==> src/rtl/tcm_port_arbiter_if.sv <==
// Request/response and RAM-side signal bundle for one TCM port arbiter.
// The slave modport is the arbiter's view; the master modport is the requesters' and RAM's view.
interface tcm_port_arbiter_if #(
    parameter int unsigned ADDR_WIDTH = 14,
    parameter int unsigned DATA_WIDTH = 32
);
    logic                      ifu_req_valid;
    logic                      ifu_req_ready;
    logic [ADDR_WIDTH-1:0]     ifu_req_addr;
    logic                      ifu_rsp_valid;
    logic [DATA_WIDTH-1:0]     ifu_rsp_rdata;

    logic                      lsu_req_valid;
    logic                      lsu_req_ready;
    logic [ADDR_WIDTH-1:0]     lsu_req_addr;
    logic                      lsu_req_we;
    logic [DATA_WIDTH-1:0]     lsu_req_wdata;
    logic [DATA_WIDTH/8-1:0]   lsu_req_wmask;
    logic                      lsu_rsp_valid;
    logic [DATA_WIDTH-1:0]     lsu_rsp_rdata;

    logic                      ldr_active;
    logic                      ldr_req_valid;
    logic                      ldr_req_ready;
    logic [ADDR_WIDTH-1:0]     ldr_req_addr;
    logic [DATA_WIDTH-1:0]     ldr_req_wdata;

    logic                      ram_cs;
    logic                      ram_we;
    logic [ADDR_WIDTH-1:0]     ram_addr;
    logic [DATA_WIDTH/8-1:0]   ram_wem;
    logic [DATA_WIDTH-1:0]     ram_din;
    logic [DATA_WIDTH-1:0]     ram_dout;

    modport slave (
        input  ifu_req_valid, ifu_req_addr,
        output ifu_req_ready, ifu_rsp_valid, ifu_rsp_rdata,
        input  lsu_req_valid, lsu_req_addr, lsu_req_we, lsu_req_wdata, lsu_req_wmask,
        output lsu_req_ready, lsu_rsp_valid, lsu_rsp_rdata,
        input  ldr_active, ldr_req_valid, ldr_req_addr, ldr_req_wdata,
        output ldr_req_ready,
        output ram_cs, ram_we, ram_addr, ram_wem, ram_din,
        input  ram_dout
    );

    modport master (
        output ifu_req_valid, ifu_req_addr,
        input  ifu_req_ready, ifu_rsp_valid, ifu_rsp_rdata,
        output lsu_req_valid, lsu_req_addr, lsu_req_we, lsu_req_wdata, lsu_req_wmask,
        input  lsu_req_ready, lsu_rsp_valid, lsu_rsp_rdata,
        output ldr_active, ldr_req_valid, ldr_req_addr, ldr_req_wdata,
        input  ldr_req_ready,
        input  ram_cs, ram_we, ram_addr, ram_wem, ram_din,
        output ram_dout
    );
endinterface

==> src/rtl/tcm_port_arbiter.sv <==
// Single-port TCM arbiter: loader > LSU > IFU with IFU anti-starvation,
// one access per cycle and a registered owner tag routing the 1-cycle read data.
module tcm_port_arbiter #(
    parameter int unsigned ADDR_WIDTH   = 14,
    parameter int unsigned DATA_WIDTH   = 32,
    parameter int unsigned STARVE_LIMIT = 4
) (
    input  logic               clk,
    input  logic               rst_n,
    tcm_port_arbiter_if.slave  bus
);
    localparam logic [3:0] LIMIT = 4'(STARVE_LIMIT);

    typedef enum logic [2:0] {
        OWN_NONE,
        OWN_IFU,
        OWN_LSU_RD,
        OWN_LSU_WR,
        OWN_LDR
    } own_e;

    own_e       rsp_own, rsp_own_nxt;
    logic [3:0] starve_cnt, starve_cnt_nxt;
    logic       force_ifu;
    logic       ifu_gnt, lsu_gnt, ldr_gnt;

    // Grants are gated by rst_n so nothing is granted while reset is held.
    always_comb begin
        force_ifu = (starve_cnt == LIMIT) && bus.ifu_req_valid && !bus.ldr_active;
        ldr_gnt   = rst_n && bus.ldr_active && bus.ldr_req_valid;
        lsu_gnt   = rst_n && !bus.ldr_active && bus.lsu_req_valid && !force_ifu;
        ifu_gnt   = rst_n && !bus.ldr_active && bus.ifu_req_valid
                    && (force_ifu || !bus.lsu_req_valid);
    end

    assign bus.ldr_req_ready = ldr_gnt;
    assign bus.lsu_req_ready = lsu_gnt;
    assign bus.ifu_req_ready = ifu_gnt;

    always_comb begin
        bus.ram_cs   = 1'b0;
        bus.ram_we   = 1'b0;
        bus.ram_addr = '0;
        bus.ram_wem  = '0;
        bus.ram_din  = '0;
        if (ldr_gnt) begin
            bus.ram_cs   = 1'b1;
            bus.ram_we   = 1'b1;
            bus.ram_addr = bus.ldr_req_addr;
            bus.ram_wem  = '1;
            bus.ram_din  = bus.ldr_req_wdata;
        end else if (lsu_gnt) begin
            bus.ram_cs   = 1'b1;
            bus.ram_we   = bus.lsu_req_we;
            bus.ram_addr = bus.lsu_req_addr;
            bus.ram_wem  = bus.lsu_req_we ? bus.lsu_req_wmask : '0;
            bus.ram_din  = bus.lsu_req_wdata;
        end else if (ifu_gnt) begin
            bus.ram_cs   = 1'b1;
            bus.ram_addr = bus.ifu_req_addr;
        end
    end

    always_comb begin
        rsp_own_nxt    = OWN_NONE;
        starve_cnt_nxt = starve_cnt;
        if (ldr_gnt)      rsp_own_nxt = OWN_LDR;
        else if (lsu_gnt) rsp_own_nxt = bus.lsu_req_we ? OWN_LSU_WR : OWN_LSU_RD;
        else if (ifu_gnt) rsp_own_nxt = OWN_IFU;

        // Count only LSU wins taken while IFU was waiting; saturate at the limit.
        if (ifu_gnt || !bus.ifu_req_valid)
            starve_cnt_nxt = '0;
        else if (lsu_gnt && starve_cnt != LIMIT)
            starve_cnt_nxt = starve_cnt + 4'd1;
    end

    always_ff @(posedge clk or negedge rst_n) begin
        if (!rst_n) begin
            rsp_own    <= OWN_NONE;
            starve_cnt <= '0;
        end else begin
            rsp_own    <= rsp_own_nxt;
            starve_cnt <= starve_cnt_nxt;
        end
    end

    assign bus.ifu_rsp_valid = (rsp_own == OWN_IFU);
    assign bus.ifu_rsp_rdata = (rsp_own == OWN_IFU) ? bus.ram_dout : '0;
    assign bus.lsu_rsp_valid = (rsp_own == OWN_LSU_RD) || (rsp_own == OWN_LSU_WR);
    assign bus.lsu_rsp_rdata = (rsp_own == OWN_LSU_RD) ? bus.ram_dout : '0;
endmodule

==> src/flat_wrapper.sv <==
// flat-port wrapper written by rule: the top's interface ports become plain ports
module tcm_port_arbiter_flat 
#(
    parameter int unsigned ADDR_WIDTH   = 14,
    parameter int unsigned DATA_WIDTH   = 32,
    parameter int unsigned STARVE_LIMIT = 4
)
  (clk, rst_n, bus_ifu_req_valid, bus_ifu_req_addr, bus_ifu_req_ready, bus_ifu_rsp_valid, bus_ifu_rsp_rdata, bus_lsu_req_valid, bus_lsu_req_addr, bus_lsu_req_we, bus_lsu_req_wdata, bus_lsu_req_wmask, bus_lsu_req_ready, bus_lsu_rsp_valid, bus_lsu_rsp_rdata, bus_ldr_active, bus_ldr_req_valid, bus_ldr_req_addr, bus_ldr_req_wdata, bus_ldr_req_ready, bus_ram_cs, bus_ram_we, bus_ram_addr, bus_ram_wem, bus_ram_din, bus_ram_dout);
  tcm_port_arbiter_if #(.ADDR_WIDTH(ADDR_WIDTH), .DATA_WIDTH(DATA_WIDTH)) bus_i ();
  input  logic clk;
  input  logic rst_n;
  input wire logic [$bits(bus_i.ifu_req_valid)-1:0] bus_ifu_req_valid;
  input wire logic [$bits(bus_i.ifu_req_addr)-1:0] bus_ifu_req_addr;
  output wire logic [$bits(bus_i.ifu_req_ready)-1:0] bus_ifu_req_ready;
  output wire logic [$bits(bus_i.ifu_rsp_valid)-1:0] bus_ifu_rsp_valid;
  output wire logic [$bits(bus_i.ifu_rsp_rdata)-1:0] bus_ifu_rsp_rdata;
  input wire logic [$bits(bus_i.lsu_req_valid)-1:0] bus_lsu_req_valid;
  input wire logic [$bits(bus_i.lsu_req_addr)-1:0] bus_lsu_req_addr;
  input wire logic [$bits(bus_i.lsu_req_we)-1:0] bus_lsu_req_we;
  input wire logic [$bits(bus_i.lsu_req_wdata)-1:0] bus_lsu_req_wdata;
  input wire logic [$bits(bus_i.lsu_req_wmask)-1:0] bus_lsu_req_wmask;
  output wire logic [$bits(bus_i.lsu_req_ready)-1:0] bus_lsu_req_ready;
  output wire logic [$bits(bus_i.lsu_rsp_valid)-1:0] bus_lsu_rsp_valid;
  output wire logic [$bits(bus_i.lsu_rsp_rdata)-1:0] bus_lsu_rsp_rdata;
  input wire logic [$bits(bus_i.ldr_active)-1:0] bus_ldr_active;
  input wire logic [$bits(bus_i.ldr_req_valid)-1:0] bus_ldr_req_valid;
  input wire logic [$bits(bus_i.ldr_req_addr)-1:0] bus_ldr_req_addr;
  input wire logic [$bits(bus_i.ldr_req_wdata)-1:0] bus_ldr_req_wdata;
  output wire logic [$bits(bus_i.ldr_req_ready)-1:0] bus_ldr_req_ready;
  output wire logic [$bits(bus_i.ram_cs)-1:0] bus_ram_cs;
  output wire logic [$bits(bus_i.ram_we)-1:0] bus_ram_we;
  output wire logic [$bits(bus_i.ram_addr)-1:0] bus_ram_addr;
  output wire logic [$bits(bus_i.ram_wem)-1:0] bus_ram_wem;
  output wire logic [$bits(bus_i.ram_din)-1:0] bus_ram_din;
  input wire logic [$bits(bus_i.ram_dout)-1:0] bus_ram_dout;
  assign bus_i.ifu_req_valid = bus_ifu_req_valid;
  assign bus_i.ifu_req_addr = bus_ifu_req_addr;
  assign bus_ifu_req_ready = bus_i.ifu_req_ready;
  assign bus_ifu_rsp_valid = bus_i.ifu_rsp_valid;
  assign bus_ifu_rsp_rdata = bus_i.ifu_rsp_rdata;
  assign bus_i.lsu_req_valid = bus_lsu_req_valid;
  assign bus_i.lsu_req_addr = bus_lsu_req_addr;
  assign bus_i.lsu_req_we = bus_lsu_req_we;
  assign bus_i.lsu_req_wdata = bus_lsu_req_wdata;
  assign bus_i.lsu_req_wmask = bus_lsu_req_wmask;
  assign bus_lsu_req_ready = bus_i.lsu_req_ready;
  assign bus_lsu_rsp_valid = bus_i.lsu_rsp_valid;
  assign bus_lsu_rsp_rdata = bus_i.lsu_rsp_rdata;
  assign bus_i.ldr_active = bus_ldr_active;
  assign bus_i.ldr_req_valid = bus_ldr_req_valid;
  assign bus_i.ldr_req_addr = bus_ldr_req_addr;
  assign bus_i.ldr_req_wdata = bus_ldr_req_wdata;
  assign bus_ldr_req_ready = bus_i.ldr_req_ready;
  assign bus_ram_cs = bus_i.ram_cs;
  assign bus_ram_we = bus_i.ram_we;
  assign bus_ram_addr = bus_i.ram_addr;
  assign bus_ram_wem = bus_i.ram_wem;
  assign bus_ram_din = bus_i.ram_din;
  assign bus_i.ram_dout = bus_ram_dout;
  tcm_port_arbiter #(.ADDR_WIDTH(ADDR_WIDTH), .DATA_WIDTH(DATA_WIDTH), .STARVE_LIMIT(STARVE_LIMIT)) u_core (.clk(clk), .rst_n(rst_n), .bus(bus_i));
endmodule
==> config.mk <==
export PLATFORM = sky130hd
export DESIGN_NAME = tcm_port_arbiter_flat
export DESIGN_NICKNAME = d
export VERILOG_FILES = /design/src/rtl/tcm_port_arbiter_if.sv /design/src/rtl/tcm_port_arbiter.sv /design/src/flat_wrapper.sv
export SDC_FILE = /design/constraint.sdc
export NUM_CORES = 1
export LEC_CHECK = 0
export CAP_MARGIN = 20
export CORE_AREA = 8 8 100 102
export CTS_BUF_LIST = sky130_fd_sc_hd__clkbuf_2
export CTS_CLUSTER_DIAMETER = 60
export DETAILED_ROUTE_END_ITERATION = 7
export DIE_AREA = 0 0 108 110
export PLACE_DENSITY = 0.79
export SYNTH_ARGS = -nofsm -noshare
export SYNTH_HDL_FRONTEND = slang
export SYNTH_SLANG_ARGS = --single-unit
==> constraint.sdc <==
create_clock -name clk -period 1.85 [get_ports clk]
set_input_delay 0.185 -clock clk [delete_from_list [all_inputs] [get_ports clk]]
set_output_delay 0.185 -clock clk [all_outputs]
set_load 0.02 [all_outputs]
# Word-level counts from Yosys, hierarchy flattened
# Index checks and enable logic that the tools add are counted.
# word_totals
register_bits	7
latchBits	0
ram_bits	0
rom_bits	0
out_inout_bits	121
wordCells	47
n_memories	0
# classes
add_sub_neg	1
mul	0
div_mod_pow	0
n_lt_le_gt_ge	0
n_eq_ne	5
n_shift	0
muxes	21
n_bitwise	0
reduce_logical	18
# op_table
operator	n
two-way mux 32 bit	4
two-way mux 14 bit	3
two-way mux 4 bit	5
logical AND 1 bit	10
two-way mux 1 bit	7
== test 3 x 2 -> 1 bit, second input constant	2
two-way mux 3 bit	2
adder 4 x 1 -> 4 bit, second input constant	1
== test 4 x 3 -> 1 bit, second input constant	1
logical NOT 1 bit	4
!= test 4 x 3 -> 1 bit, second input constant	1
== test 3 x 1 -> 1 bit, second input constant	1
logical OR 1 bit	3
nonzero test 2 bit	1

# Depth between registers and ports, before layout
# logic_depth
depth_word	8
mapped_depth	8

# Least setup slack after synthesis
# OpenSTA, ideal clock, no wires.
# synth_path
path_kind	register to output
startpoint	register u_core.starve_cnt[0]
endpoint	output bus_ram_din[28]
arrival_ns	1.771
t_required_ns	1.665
path_slack_ns	-0.106
stages_incl_launch_ff	7
path_cell_list	dfrtp_1 inv_1 ha_1 nor2b_2 a311oi_4 buf_2 a22o_1
# synth_via
elab_chain_len	7
# synth_lines
item	line	source
start, declared	tcm_port_arbiter.sv:23	logic [3:0] starve_cnt, starve_cnt_nxt;
start signal, assigned	tcm_port_arbiter.sv:84	starve_cnt <= starve_cnt_nxt;
== test 4 x 3 -> 1 bit	tcm_port_arbiter.sv:29	force_ifu = (starve_cnt == LIMIT) && bus.ifu_req_valid && !bus.ldr_active;
logical AND 1 bit (2 in a row)	tcm_port_arbiter.sv:29	
logical NOT 1 bit	tcm_port_arbiter.sv:31	lsu_gnt = rst_n && !bus.ldr_active && bus.lsu_req_valid && !force_ifu;
logical AND 1 bit	tcm_port_arbiter.sv:31	
net bus_lsu_req_ready	flat_wrapper.sv:22	output wire logic [$bits(bus_i.lsu_req_ready)-1:0] bus_lsu_req_ready;
two-way mux 32 bit	tcm_port_arbiter.sv:52	end else if (lsu_gnt) begin
two-way mux 32 bit	tcm_port_arbiter.sv:46	if (ldr_gnt) begin
end, declared	flat_wrapper.sv:34	output wire logic [$bits(bus_i.ram_din)-1:0] bus_ram_din;
# The timed path passes the listed nets, and every way through them passes these cells.

# Worst setup path after layout
# layout_path
startpoint	register u_core.starve_cnt[1]
endpoint	output bus_ram_cs
# layout_via
elab_chain_len	8
# layout_lines
item	line	source
== test 4 x 3 -> 1 bit *	tcm_port_arbiter.sv:29	
logical AND 1 bit * (2 in a row)	tcm_port_arbiter.sv:29	
logical OR 1 bit	tcm_port_arbiter.sv:33	&& (force_ifu || !bus.lsu_req_valid);
logical AND 1 bit	tcm_port_arbiter.sv:33	
two-way mux 1 bit	tcm_port_arbiter.sv:58	end else if (ifu_gnt) begin
two-way mux 1 bit *	tcm_port_arbiter.sv:52	
two-way mux 1 bit *	tcm_port_arbiter.sv:46	
end, declared	flat_wrapper.sv:30	output wire logic [$bits(bus_i.ram_cs)-1:0] bus_ram_cs;
# Every way passes the cells marked *; elsewhere a longest branch is shown, timed or not.

==> flow_summary_export.csv <==
group,metric,value,unit
setup_path,r2r-end,"u_core.rsp_own[0]$_DFF_PN0_",
timing,min_period,2.13,ns
cts,cts_tree,"built",
setup_path,cpMostUsedCell,"buf_6",
setup_path,r2r_slack,0.26,ns
setup_path,crit_slowest_cell,"dfrtp_1",
floorplan,boundaryPins,270,
logic_synthesis,netlist_instances,190,
setup_path,crit_path_end_kind,"output port",
cts,holdBufCountCts,0,
floorplan,core_area,8470,um^2
drt,post_drt_wl_per_cell,19.4,um
grt,grt_max_degree,34,
place,gp_congestion,0.878,
cts,htreeDepth,1,
grt,first_global_vias,2954,
place,port_buffers,269,
finish,layout.nets,636,
cts,cts_buffers,3,
logic_synthesis,ys_ff_latch,7,
setup_path,startpoint,"u_core.starve_cnt[1]$_DFFE_PN0P_",
timing,holdWs,0.398,ns
floorplan,chipHeight,110,um
finish,drive_above_1_share,29.3,%
finish,final_area,4600,um^2
timing,fin_crit_sh,115,%
run_status,status,"finished, violations left",
power,power_density,261,nW/um^2
timing,fin_ws,-0.275,ns
grt,grtUsageTotal,16.6,%
logic_synthesis,synthesis.area,1450,um^2
cts,clock_latency,0.23,ns
logic_synthesis,synthMuxAreaShare,0,%
finish,nFillCells,766,
drt,drc,0,
cts,clk_pin_slew,0.08,ns
setup_path,cp_max_fo,7,
floorplan,die-area,11900,um^2
place,dp_hpwl,9400,um
logic_synthesis,synth-compound-area-share,43.2,%
finish,syn_to_final_growth,217,%
logic_synthesis,synth-simple-area-share,36.6,%
drt,drtIter0Drc,93,
grt,antenna_found_initial,0,
power,p_leak,2.31,nW
grt,grt.overflow.total,0,
drt,drtPass1Iterations,4,
timing,worst_pin_slew,0.316,ns
drt,drtAntennaViolNets,0,
timing,hold_violations,0,
timing,max_freq,470,MHz
logic_synthesis,avgSynthCellArea,7.65,um^2
logic_synthesis,async_flop_share,100,%
logic_synthesis,yosysWarnings,0,
finish,insertedDiodeCount,0,
place,placed_cell_area,4480,um^2
logic_synthesis,synth_top_family_by_area,"compound AO/OA/AOI/OAI gates",
cts,clockBufferDepth,2,
finish,postLayoutCoreUtil,54.4,%
floorplan,die_x,108,um
setup_path,path_cells,"inv_2 -> ha_4 -> nor2b_4 -> a311oi_4 -> buf_6 -> buf_16 -> or3_4 -> buf_6",
logic_synthesis,ys.flop_type,"dfrtp_1",
drt,num_vias,2721,
job,maxCapViolCount,0,
floorplan,initial_core_util,17.2,%
timing,finalClockSkew,0.00686,ns
logic_synthesis,synthAdderAreaFrac,1.72,%
setup_path,cp.arrival,1.94,ns
setup_path,max_stage_delay,0.40,ns
floorplan,rows,34,
setup_path,worstReg2RegStart,"u_core.starve_cnt[1]$_DFFE_PN0P_",
timing,setup_viol,53,
setup_path,r2r_cells,8,
drt,vias_per_cell,4.60,
setup_path,required,1.66,ns
logic_synthesis,mappedNetlistNets,341,
logic_synthesis,yosysSeqAreaShare,12.1,%
timing,slew_headroom,78.8,%
logic_synthesis,ys_types,29,
cts,clockRootBuffer,"clkbuf_2",
power,irDropWorstVdd,0.158,mV
logic_synthesis,synth_xor_area_share,0,%
setup_path,startpoint_type,"flip-flop",
timing,slew_violations,0,
drt,wirelength,11500,um
min_path,holdCritPathClass,"in -> async",
logic_synthesis,synth_edf_count,0,
grt,grt_pass1_wl,15600,um
timing,rsz0062_at_grt,"yes",
run_status,violations,"negative setup slack",
setup_path,worstSetupPathType,"reg -> out",
cts,numClockSinks,7,
## final cells by class
| cell class | instances | area [um^2] | area share (%) |
|---|---|---|---|
| multi-input cells | 161 | 1230 | 26.7 |
| flip-flops and latches | 7 | 175 | 3.80 |
| inverters | 3 | 11.3 | 0.245 |
| clock buffers | 4 | 20.0 | 0.435 |
| repair buffers | 309 | 3030 | 65.8 |
| well taps | 108 | 135 | 2.93 |
## flip-flops by register name, summed over array words and instances (netlist names)
register           count
u_core.starve_cnt      4
u_core.rsp_own         3
## cells by family after synthesis
logic type	count (synthesis)
DFF	7
and+or+nand+nor	86
adders and majority gates	2
buffers and inverters	22
AOI/OAI and AO/OA	73
## placed cells by master (no fill, tap or decap), types with 2 or more instances in the layout
cell,netlist,routed
a21boi_0,2,2
a21o_1,16,16
a22o_1,46,46
a31o_1,4,4
and2_1,65,65
and3_4,0,2
buf_12,0,6
buf_16,0,3
buf_4,1,28
buf_6,0,55
clkbuf_2,0,33
clkdlybuf4s15_2,0,3
clkdlybuf4s50_1,0,149
dfrtp_1,7,7
dlygate4sd2_1,0,33
inv_2,0,2
nand2_1,5,5
nand3_1,2,2
nor2b_4,0,2
## what timing repair did
| item | CTS | global route |
|---|---|---|
| endpoints found under the setup margin | 120 | 87 |
| pin swaps | 28 | 17 |
| buffers inserted | 7 | 3 |
| gates resized for setup | 430 | 41 |
| cloned | 4 | 1 |
## critical path: cells and delay by family, from the launching register on
kind            cells  cell delay [ns]
flops               1             0.40
buf+inv             4             0.54
simple gates        2             0.52
compound gates      1             0.12
fa+ha+maj           1             0.13
## synth_stat cells (2+ instances only)
library cell / n / area, um^2
dfrtp_1: 7 / 175
nand3_1: 2 / 10.0
clkbuf_1: 12 / 45.0
nor2b_1: 3 / 18.8
and2_1: 65 / 407
ha_1: 2 / 25.0
a21boi_0: 2 / 15.0
buf_2: 6 / 30.0
a22o_1: 46 / 403
inv_1: 3 / 11.3
a31o_1: 4 / 35.0
nand2_1: 5 / 18.8
a21o_1: 16 / 120
and3_1: 2 / 12.5
## routing by layer
metal	wire length [um]	share of wire, %	GRT usage (%)
met5	0	0	0
met4	168	1.5	3.17
met3	1160	10	5.64
met2	6040	53	32.7
met1	4100	36	16.3
## worst max-delay path by stage
stage	end	cells past startpoint	slack (ns)
after floorplan	bus_ram_addr[10]	7	0.03
after global placement	bus_ram_addr[2]	7	-0.64
after detailed placement	bus_ram_addr[2]	7	-0.69
after CTS	bus_ram_cs	8	-0.30
after global routing	bus_ram_cs	8	-0.36
final	bus_ram_cs	8	-0.28
## stage by stage
| step | TNS, ns | std cells | worst slack (ns) | power, mW |
|---|---|---|---|---|
| after floorplan | 0 | 190 | 0.0257 | 0.450 |
| after global placement | -33.07 | 575 | -0.641 | 1.05 |
| after detailed placement | -36.21 | 575 | -0.694 | 1.06 |
| after CTS | -12.69 | 590 | -0.300 | 1.21 |
| after global routing | -15.20 | 592 | -0.361 | 1.27 |
| final | -9.73 | 592 | -0.275 | 1.20 |
## power by group
group          internal [mW]  switching [mW]  total, mW
registers              0.157         0.00300      0.160
clock network         0.0575          0.0539      0.111
logic                  0.567           0.361      0.928
total                  0.782           0.418       1.20
(Power assumes the default switching activity.)
